File: src/rtl/capture_pkg.sv
// capture_pkg: shared state encoding, counter widths and helpers for the
// RF capture controller.
package capture_pkg;

    // Capture sequencer state encoding (3-bit)
    localparam int STATE_W = 3;

    typedef enum logic [STATE_W-1:0] {
        ST_IDLE     = 3'd0,
        ST_FLUSH    = 3'd1,
        ST_PRIME    = 3'd2,
        ST_RUN      = 3'd3,
        ST_DRAIN    = 3'd4,
        ST_OVERFLOW = 3'd5
    } state_e;

    // Flush cycle counter width; FLUSH_CYCLES must fit (1..255)
    localparam int FLUSH_CNT_W = 8;

    // Overflow event counter width and its saturation value
    localparam int                   OVF_CNT_W   = 16;
    localparam logic [OVF_CNT_W-1:0] OVF_CNT_MAX = 16'hFFFF;

    // Saturating increment for the overflow event counter
    function automatic logic [OVF_CNT_W-1:0] sat_inc(input logic [OVF_CNT_W-1:0] v);
        return (v == OVF_CNT_MAX) ? v : v + OVF_CNT_W'(1);
    endfunction

endpackage

File: src/rtl/sync2.sv
// sync2: two-flop synchroniser for an asynchronous level input, with a
// synchronous active-low reset clearing both stages to 0.
module sync2 (
    input  logic clk,
    input  logic rst_n,
    input  logic d,
    output logic q
);

    logic [1:0] sync_q;
    logic [1:0] sync_d;

    // Shift the asynchronous input through the two stages
    always_comb begin
        sync_d = {sync_q[0], d};
    end

    // Synchroniser flops with synchronous active-low reset
    always_ff @(posedge clk) begin
        if (!rst_n) begin
            sync_q <= '0;
        end else begin
            sync_q <= sync_d;
        end
    end

    assign q = sync_q[1];

endmodule

File: src/rtl/capture_controller.sv
// capture_controller: sequences the RF capture path (flush, prime, stream,
// drain) between the ADC front end, the sample FIFO and the FX3 write
// state machine, and detects/reports FIFO overflow.
// Optional feature: define CAPTURE_TESTMODE_EN to add the testMode input,
// which replaces ADC data with an incrementing counter pattern.
module capture_controller
    import capture_pkg::*;
#(
    parameter int FLUSH_CYCLES = 8,
    parameter int DATA_WIDTH   = 10
) (
    input  logic                  fx3_clock,
    input  logic                  fx3_nReset,
    input  logic                  collectData,
    input  logic                  adcValid,
    input  logic [DATA_WIDTH-1:0] adcData,
    input  logic                  fifoFull,
    input  logic                  fifoHalfFull,
    input  logic                  fifoEmpty,
`ifdef CAPTURE_TESTMODE_EN
    input  logic                  testMode,
`endif
    output logic                  fifoWrite,
    output logic [DATA_WIDTH-1:0] fifoData,
    output logic                  fifoClear,
    output logic                  streamEnable,
    output logic                  overflowFlag,
    output logic [OVF_CNT_W-1:0]  overflowCount,
    output logic                  busy
);

    localparam logic [FLUSH_CNT_W-1:0] FLUSH_LAST = FLUSH_CNT_W'(FLUSH_CYCLES - 1);

    // Synchronised host capture request
    logic collect_req;

    sync2 u_collect_sync (
        .clk   (fx3_clock),
        .rst_n (fx3_nReset),
        .d     (collectData),
        .q     (collect_req)
    );

    // Sequencer state and flush timer
    state_e                 state_q;
    state_e                 state_d;
    logic [FLUSH_CNT_W-1:0] flush_cnt_q;
    logic [FLUSH_CNT_W-1:0] flush_cnt_d;

    // Registered outputs
    logic                  fifo_write_q,      fifo_write_d;
    logic [DATA_WIDTH-1:0] fifo_data_q,       fifo_data_d;
    logic                  fifo_clear_q,      fifo_clear_d;
    logic                  stream_enable_q,   stream_enable_d;
    logic                  overflow_flag_q,   overflow_flag_d;
    logic [OVF_CNT_W-1:0]  overflow_count_q,  overflow_count_d;
    logic                  busy_q,            busy_d;
`ifdef CAPTURE_TESTMODE_EN
    logic [DATA_WIDTH-1:0] tm_cnt_q,          tm_cnt_d;
`endif

    // Decoded conditions shared by next-state and output logic
    logic flush_done;
    logic write_attempt_full;
    logic write_ok;
    logic overflow_entry;

    assign flush_done         = (flush_cnt_q == FLUSH_LAST);
    assign write_attempt_full = adcValid & fifoFull;
    // Samples are only written while priming or running, and never into a full FIFO
    assign write_ok           = ((state_q == ST_PRIME) || (state_q == ST_RUN))
                                && adcValid && !fifoFull;
    // Overflow has priority over a stop request in RUN
    assign overflow_entry     = (state_q == ST_RUN) && write_attempt_full;

    // State register and flush timer
    always_ff @(posedge fx3_clock) begin
        if (!fx3_nReset) begin
            state_q     <= ST_IDLE;
            flush_cnt_q <= '0;
        end else begin
            state_q     <= state_d;
            flush_cnt_q <= flush_cnt_d;
        end
    end

    // Next-state logic for the capture sequencer
    always_comb begin
        state_d     = state_q;
        flush_cnt_d = '0;
        case (state_q)
            ST_IDLE: begin
                if (collect_req) begin
                    state_d = ST_FLUSH;
                end
            end
            ST_FLUSH: begin
                // Request level is deliberately ignored until the flush completes
                if (flush_done) begin
                    state_d = ST_PRIME;
                end else begin
                    flush_cnt_d = flush_cnt_q + FLUSH_CNT_W'(1);
                end
            end
            ST_PRIME: begin
                if (fifoHalfFull) begin
                    state_d = ST_RUN;
                end else if (!collect_req) begin
                    state_d = ST_DRAIN;
                end
            end
            ST_RUN: begin
                if (write_attempt_full) begin
                    state_d = ST_OVERFLOW;
                end else if (!collect_req) begin
                    state_d = ST_DRAIN;
                end
            end
            ST_DRAIN: begin
                // A fresh request waits until the FIFO has emptied and IDLE is reached
                if (fifoEmpty) begin
                    state_d = ST_IDLE;
                end
            end
            ST_OVERFLOW: begin
                if (!collect_req) begin
                    state_d = ST_IDLE;
                end
            end
            default: begin
                state_d = ST_IDLE;
            end
        endcase
    end

    // Output decode: next values for the registered outputs
    always_comb begin
        fifo_write_d     = write_ok;
        fifo_clear_d     = (state_q == ST_FLUSH);
        stream_enable_d  = (state_q == ST_RUN) || (state_q == ST_DRAIN);
        busy_d           = (state_q != ST_IDLE);

        // Sticky flag: set on overflow entry, cleared as the next capture leaves FLUSH
        overflow_flag_d  = overflow_flag_q;
        if (overflow_entry) begin
            overflow_flag_d = 1'b1;
        end else if ((state_q == ST_FLUSH) && flush_done) begin
            overflow_flag_d = 1'b0;
        end

        overflow_count_d = overflow_entry ? sat_inc(overflow_count_q) : overflow_count_q;

`ifdef CAPTURE_TESTMODE_EN
        // Test pattern counter restarts on every flush and advances per written sample
        tm_cnt_d = tm_cnt_q;
        if (state_q == ST_FLUSH) begin
            tm_cnt_d = '0;
        end else if (testMode && write_ok) begin
            tm_cnt_d = tm_cnt_q + DATA_WIDTH'(1);
        end

        if (testMode) begin
            fifo_data_d = write_ok ? tm_cnt_q : fifo_data_q;
        end else begin
            fifo_data_d = adcValid ? adcData : fifo_data_q;
        end
`else
        // Data register only loads on a valid ADC sample, otherwise holds
        fifo_data_d = adcValid ? adcData : fifo_data_q;
`endif
    end

    // Output registers
    always_ff @(posedge fx3_clock) begin
        if (!fx3_nReset) begin
            fifo_write_q     <= 1'b0;
            fifo_data_q      <= '0;
            fifo_clear_q     <= 1'b0;
            stream_enable_q  <= 1'b0;
            overflow_flag_q  <= 1'b0;
            overflow_count_q <= '0;
            busy_q           <= 1'b0;
`ifdef CAPTURE_TESTMODE_EN
            tm_cnt_q         <= '0;
`endif
        end else begin
            fifo_write_q     <= fifo_write_d;
            fifo_data_q      <= fifo_data_d;
            fifo_clear_q     <= fifo_clear_d;
            stream_enable_q  <= stream_enable_d;
            overflow_flag_q  <= overflow_flag_d;
            overflow_count_q <= overflow_count_d;
            busy_q           <= busy_d;
`ifdef CAPTURE_TESTMODE_EN
            tm_cnt_q         <= tm_cnt_d;
`endif
        end
    end

    assign fifoWrite     = fifo_write_q;
    assign fifoData      = fifo_data_q;
    assign fifoClear     = fifo_clear_q;
    assign streamEnable  = stream_enable_q;
    assign overflowFlag  = overflow_flag_q;
    assign overflowCount = overflow_count_q;
    assign busy          = busy_q;

endmodule

File: config.mk
export PLATFORM = sky130hd
export DESIGN_NAME = capture_controller
export DESIGN_NICKNAME = d
export VERILOG_FILES = /design/src/rtl/capture_pkg.sv /design/src/rtl/sync2.sv /design/src/rtl/capture_controller.sv
export SDC_FILE = /design/constraint.sdc
export NUM_CORES = 1
export LEC_CHECK = 0
export CAP_MARGIN = 30
export CORE_MARGIN = 2
export CORE_UTILIZATION = 46
export CTS_BUF_LIST = sky130_fd_sc_hd__clkbuf_8
export CTS_CLUSTER_DIAMETER = 120
export DETAILED_ROUTE_END_ITERATION = 16
export PLACE_DENSITY_LB_ADDON = 0.1
export SYNTH_ARGS = -nofsm -noshare
export SYNTH_HDL_FRONTEND = slang
export SYNTH_SLANG_ARGS = --single-unit
File: constraint.sdc
create_clock -name fx3_clock -period 1.7 [get_ports fx3_clock]
set_input_delay 0.34 -clock fx3_clock [delete_from_list [all_inputs] [get_ports fx3_clock]]
set_output_delay 0.34 -clock fx3_clock [all_outputs]
set_load 0.02 [all_outputs]
==> results.tsv, run 1 <==
metric	value	unit
outcome	complete, no violations	
crit_fanout	4	
synth_edf_count	0	
hold_buffers	0	
cts_sinks	44	
drive_gt1_share	20.6	%
regToRegEndpoint	overflowCount[5]	
grt_pass1_wl	7.64	mm
ys_types	45	
fin_nets	305	
clock_skew	12.0	ps
hp-class	flip-flop to flip-flop	
grt_antenna_before_repair	0	
diodes	0	
slew-limit-headroom	78.5	%
start_util	48.1	%
setup_viol	0	
grt_max_degree	14	
ys_seq_area_share	45.5	%
fillers	321	
cp_top_family	buffers and inverters	
io_buffers	47	
clk_path_buf_depth	2	
ios	48	
cts_buffers	5	
syn_area_per_cell	9.05	sq um
leakage	1.24	nW
regArea	888	sq um
ant_nets	0	
core-area	4030	sq um
rr_worst_depth	6	
ys_warn_count	0	
cp_num_cells	1	
drc	0	
gp_congestion	0.767	
hpwlAfterDp	3.20	mm
rows	23	
irDropWorstVdd	0.813	mV
crit_required	1360	ps
final.min_clock_period	1680	ps
detail_route.vias_per_cell	5.47	
synth_fp_nets	233	
overflow	0	
cpPeakStageDelay	630	ps
die_y	68.9	um
r2r-start	overflowCount[0]	
final_hold_viol_count	0	
yosys_register_bits	44	
total_power	2.22	mW
die_area	4750	sq um
fin_crit_sh	98.7	%
placed_cells	324	
cts-root-buf	clkbuf_8	
crit_path_end	overflowCount[11]	
cts_tree	done	
regToRegSetupSlack	50	ps
drtIter0Drc	89	
crit_start	overflowCount[11]	
crit_type	flip-flop to output pin	
fin_cells	336	
grtUsageTotal	22.0	%
critPathBufInv	1	
wl_per_cell	14.1	um
end_kind	output pin	
ys_async_sr_fraction	0	%
timing.final.max_slew_violations	0	
area_delta_synth_final	47.4	%
critPathSlowestCell	clkdlybuf4s50_1	
crit_arrival	1340	ps
postSynthCellCount	214	
cp-start-kind	flip-flop	
wirelength	4.74	mm
grt_pass1_vias	1701	
synth_area	1940	sq um
multi_input_area	1060	sq um
tightestPinTransition	319	ps
vias	1837	
maxCapViolCount	0	
critical_path.cell_chain	clkdlybuf4s50_1	
die_width	68.9	um
rsz0062_at_grt	true	
p_per_area	776	nW/um^2
first_pass_iters	4	
timing.fmax	0.596	GHz
clock_latency	300	ps
clkTransAtPathRegs	80	ps
h-tree-depth	2	
ys.flop_type	dfxtp_1	
-- state kept, by name, indices dropped and copies added, names as in the netlist --
name,count
busy,1
fifoClear,1
fifoData,10
fifoWrite,1
flush_cnt_q,8
overflowCount,16
overflowFlag,1
state_q,3
streamEnable,1
u_collect_sync.sync_q,2
-- cell families after synthesis --
logic type / after synthesis / share of synthesized area [%]
adder cells (fa/ha/maj): 2 / 1.29
AO/OA/AOI/OAI: 37 / 12.3
AND/OR/NAND/NOR: 93 / 26.7
multiplexers: 14 / 7.23
flip-flops: 44 / 45.5
buffers and inverters: 18 / 4.26
XOR/XNOR: 6 / 2.71
-- layout by cell type (no fill, tap or decap), types with 2 or more instances in the layout --
cell type / instances
clkdlybuf4s50_1: 34
xnor2_1: 2
and2_1: 2
dfxtp_1: 38
nor2_1: 19
nand4_1: 5
nor3_1: 5
or3_1: 4
dlymetal6s2s_1: 8
nand2b_1: 4
nor4b_2: 2
buf_4: 26
inv_1: 8
o31ai_1: 6
a21oi_1: 14
and3_4: 2
or2_2: 3
dlygate4sd2_1: 5
nand2_1: 16
mux2i_1: 14
or4_1: 4
a31oi_1: 2
o21ai_0: 5
bufinv_16: 2
dfxtp_2: 6
clkbuf_8: 5
xor2_1: 4
nand3_1: 10
nor2b_1: 2
and3_1: 3
-- per-stage QoR --
step	cell area (sq um)	setup WS, ps	util (%)	setup TNS, ps	hold slack, ps
after CTS	2790	6.45	69.3	0	440
after global routing	2860	-17.9	70.9	-67.5	487
after detailed placement	2600	-494	64.5	-5210	421
after floorplan	1950	2.31	-	0	412
after global placement	2600	-456	64.5	-4640	419
final	2860	22.0	70.9	0	436
-- synthesized netlist by cell type (all sizes together) (2+ instances only) --
master	number	share of area, %
xnor2	2	0.90
a31oi	2	0.65
nand2	16	3.1
or2	3	0.97
xor2	4	1.8
and3	5	1.6
dfxtp	44	45
mux2i	14	7.2
nor3	6	1.6
nand3	11	2.8
buf	5	1.7
clkbuf	4	0.77
nand2b	4	1.3
nand4	6	2.3
inv	9	1.7
nor4	2	0.65
o21ai	5	1.3
or3	4	1.3
o31ai	6	2.3
or4	5	1.9
and2	2	0.65
a21oi	15	3.9
nor2	19	3.7
nor4b	3	1.7
ha	2	1.3
nor2b	2	0.65
-- area by class of cell --
type / instances / area share, %
well taps: 50 / 2.19
clock inverters: 2 / 2.10
multi-input cells: 153 / 37.2
flip-flops and latches: 44 / 31.1
repair buffers: 73 / 23.8
clock buffers: 5 / 2.41
inverters: 9 / 1.18
-- worst min path at each step --
stage	start	endpoint	slack (ps)	cells after the start
final	u_collect_sync.sync_q[0]	u_collect_sync.sync_q[1]	440	1
after global routing	u_collect_sync.sync_q[0]	u_collect_sync.sync_q[1]	490	1
after CTS	u_collect_sync.sync_q[0]	u_collect_sync.sync_q[1]	440	1
after detailed placement	u_collect_sync.sync_q[0]	u_collect_sync.sync_q[1]	420	1
after global placement	u_collect_sync.sync_q[0]	u_collect_sync.sync_q[1]	420	1
after floorplan	u_collect_sync.sync_q[0]	u_collect_sync.sync_q[1]	410	1
-- metal layers --
metal  routed length (um)  share of wire [%]  vias up  GRT usage (%)
met5                    0                  0        -              0
met4                   60                1.3        0           9.07
met3                  351                7.4        6           7.79
met2                 2280                 48       68           35.0
met1                 2050                 43      850           27.1
li1                     -                  -      913              -
-- repair_timing --
| item | CTS | global route |
|---|---|---|
| gates cloned | 1 | 0 |
| gates resized for setup | 12 | 16 |
| setup endpoints to repair | 12 | 17 |
| buffers inserted | 3 | 1 |
| pin swaps | 1 | 3 |
-- worst register-to-register path, stage by stage, from the launching register on --
cell	delay, ps
dfxtp_2	350
ha_4	160
and3_4	180
nor4b_4	130
buf_4	160
or4_1	420
a21oi_1	170
-- where the power goes --
group | leakage (nW) | total (mW) | switching (mW) | internal [mW]
Clock | 0.0642 | 0.927 | 0.348 | 0.578
Combinational | 0.818 | 0.221 | 0.108 | 0.113
Sequential | 0.360 | 1.07 | 0.0126 | 1.06
Total | 1.24 | 2.22 | 0.469 | 1.75
Note: power is estimated with default switching activity, not from simulation.
==> run 2: changes to the inputs <==
- CORE_UTILIZATION: 46 -> 50
- DONT_BUFFER_PORTS: default -> 1
==> results.tsv, run 2 (synthesized netlist as in run 1, its figures left out) <==
metric	value	unit	change
first_pass_iters	4		unchanged
outcome	complete, no violations		unchanged
power.share.clock	40.5	%	was 41.8%
timing.fmax	0.608	GHz	was 0.596 GHz
seqPwrFrac	54.7	%	was 48.2%
vias	1664		was 1837
power_frac_comb	4.8	%	was 10.0%
io_buffers	0		was 47
crit_type	flip-flop to flip-flop		was flip-flop to output pin
setup_viol	0		unchanged
hp-class	input port to flip-flop		was flip-flop to flip-flop
overflow	0		unchanged
p_int	1.54	mW	was 1.75 mW
die_area	4390	sq um	was 4750 sq um
die_width	66.2	um	was 68.9 um
largest_reg_flops	16		unchanged
fillers	336		was 321
crit_required	1930	ps	was 1360 ps
p_per_area	847	nW/um^2	was 776 nW/um^2
die_y	66.2	um	was 68.9 um
core-area	3690	sq um	was 4030 sq um
crit_fanout	5		was 4
grt_max_degree	26		was 14
drc	0		unchanged
stdcell_area	2360	sq um	was 2860 sq um
switchingPower	458	uW	was 469 uW
area_delta_synth_final	21.8	%	was 47.4%
cts_sinks	44		unchanged
hold_buffers	0		unchanged
clkTransAtPathRegs	90	ps	was 80 ps
wirelength	4.34	mm	was 4.74 mm
cts-root-buf	clkbuf_8		unchanged
wl_per_cell	15.0	um	was 14.1 um
grt_pass1_vias	1641		was 1701
final.min_clock_period	1640	ps	was 1680 ps
clk_path_buf_depth	2		unchanged
final_hold_viol_count	0		unchanged
cts_buffers	5		unchanged
irDropWorstVdd	0.683	mV	was 0.813 mV
clock_latency	300	ps	about the same
ant_nets	0		unchanged
cp-start-kind	flip-flop		unchanged
grt_pass1_wl	7.05	mm	was 7.64 mm
fin_crit_sh	96.8	%	was 98.7%
h-tree-depth	2		unchanged
diodes	0		unchanged
hpwlAfterDp	3.11	mm	was 3.20 mm
fin_nets	260		was 305
fin_util	63.9	%	was 70.9%
cts_tree	done		unchanged
clock_skew	4.60	ps	was 12.0 ps
maxCapViolCount	0		unchanged
start_util	52.5	%	was 48.1%
grtUsageTotal	20.9	%	was 22.0%
final_cell_mix	dfxtp_1, buf_4, nor2_1		was dfxtp_1, clkdlybuf4s50_1, buf_4
rsz0062_at_grt	true		unchanged
timing.final.max_slew_violations	0		unchanged
end_kind	flip-flop		was output pin
placed_cell_area	2140	sq um	was 2600 sq um
final_common_cell	dfxtp_1		unchanged
drtIter0Drc	81		was 89
grt_antenna_before_repair	0		unchanged
drive_gt1_share	25.2	%	was 20.6%
sw_frac_of_total	22.9	%	was 21.2%
detail_route.vias_per_cell	5.74		was 5.47
hold_ws	117	ps	was 436 ps
rows	22		was 23
crit_arrival	1880	ps	was 1340 ps
slew-limit-headroom	67.6	%	was 78.5%
tightestPinTransition	483	ps	was 319 ps
gp_congestion	0.834		was 0.767
leakage	0.928	nW	was 1.24 nW
ios	48		unchanged
==> run 2: worst max-delay path, stage by stage (launching register included) <==
cell     delay (ps)
dfxtp_2         340
ha_2            170
and3_4          180
nor4b_4         130
buf_4           160
or4_4           480
a21oi_2         120
==> run 2: cell type report <==
class	instances	area (sq um)	share of cell area (%)
multi-input combinational	153	1050	44.4
sequential	44	888	37.7
timing repair buffer	28	214	9.07
clock buffer	5	68.8	2.92
tap	48	60.1	2.55
clock inverter	3	46.3	1.96
inverter	9	33.8	1.43
==> run 2: stage by stage <==
step | setup slack [ps] | setup TNS, ps | cells | total power, mW
after floorplan | 2.31 | 0 | 214 | 1.20
after global placement | 23.1 | 0 | 277 | 1.21
after detailed placement | -46.7 | -83.2 | 277 | 1.21
after CTS | 11.4 | 0 | 286 | 2.02
after global routing | -4.50 | -4.50 | 290 | 2.08
final | 55.2 | 0 | 290 | 2.00
==> run 2: path summary, 6_finish.rpt <==
path	to	slack (ps)	cells after the start	start
worst max register to register	overflowCount[9]	60	6	overflowCount[1]
worst max-delay path	overflowCount[9]	60	6	overflowCount[1]
worst min-delay path	fifoWrite	120	1	fifoFull
worst min register to register	u_collect_sync.sync_q[1]	440	1	u_collect_sync.sync_q[0]
==> run 2: timing repair <==
action,CTS,global route
buffers inserted,1,3
pin swaps,1,2
endpoints found under the setup margin,5,11
cloned,0,1
resized for setup,6,8
==> run 2: power by group through the flow <==
stage / clock network [mW] / logic, mW / registers [mW]
floorplan: 0 / 0.0846 / 1.12
global placement: 0 / 0.0923 / 1.12
detailed placement: 0 / 0.0959 / 1.12
CTS: 0.833 / 0.0956 / 1.09
global route: 0.879 / 0.109 / 1.10
finish: 0.810 / 0.0951 / 1.09
==> run 2: metal layers <==
| metal | share of wire, % | track usage, % | up-vias |
|---|---|---|---|
| met1 | 44 | 24.4 | 781 |
| met4 | 1.4 | 7.91 | 0 |
| met3 | 6.2 | 6.64 | 7 |
| met2 | 48 | 35.4 | 50 |
| met5 | 0 | 0 | - |
| li1 | - | - | 826 |
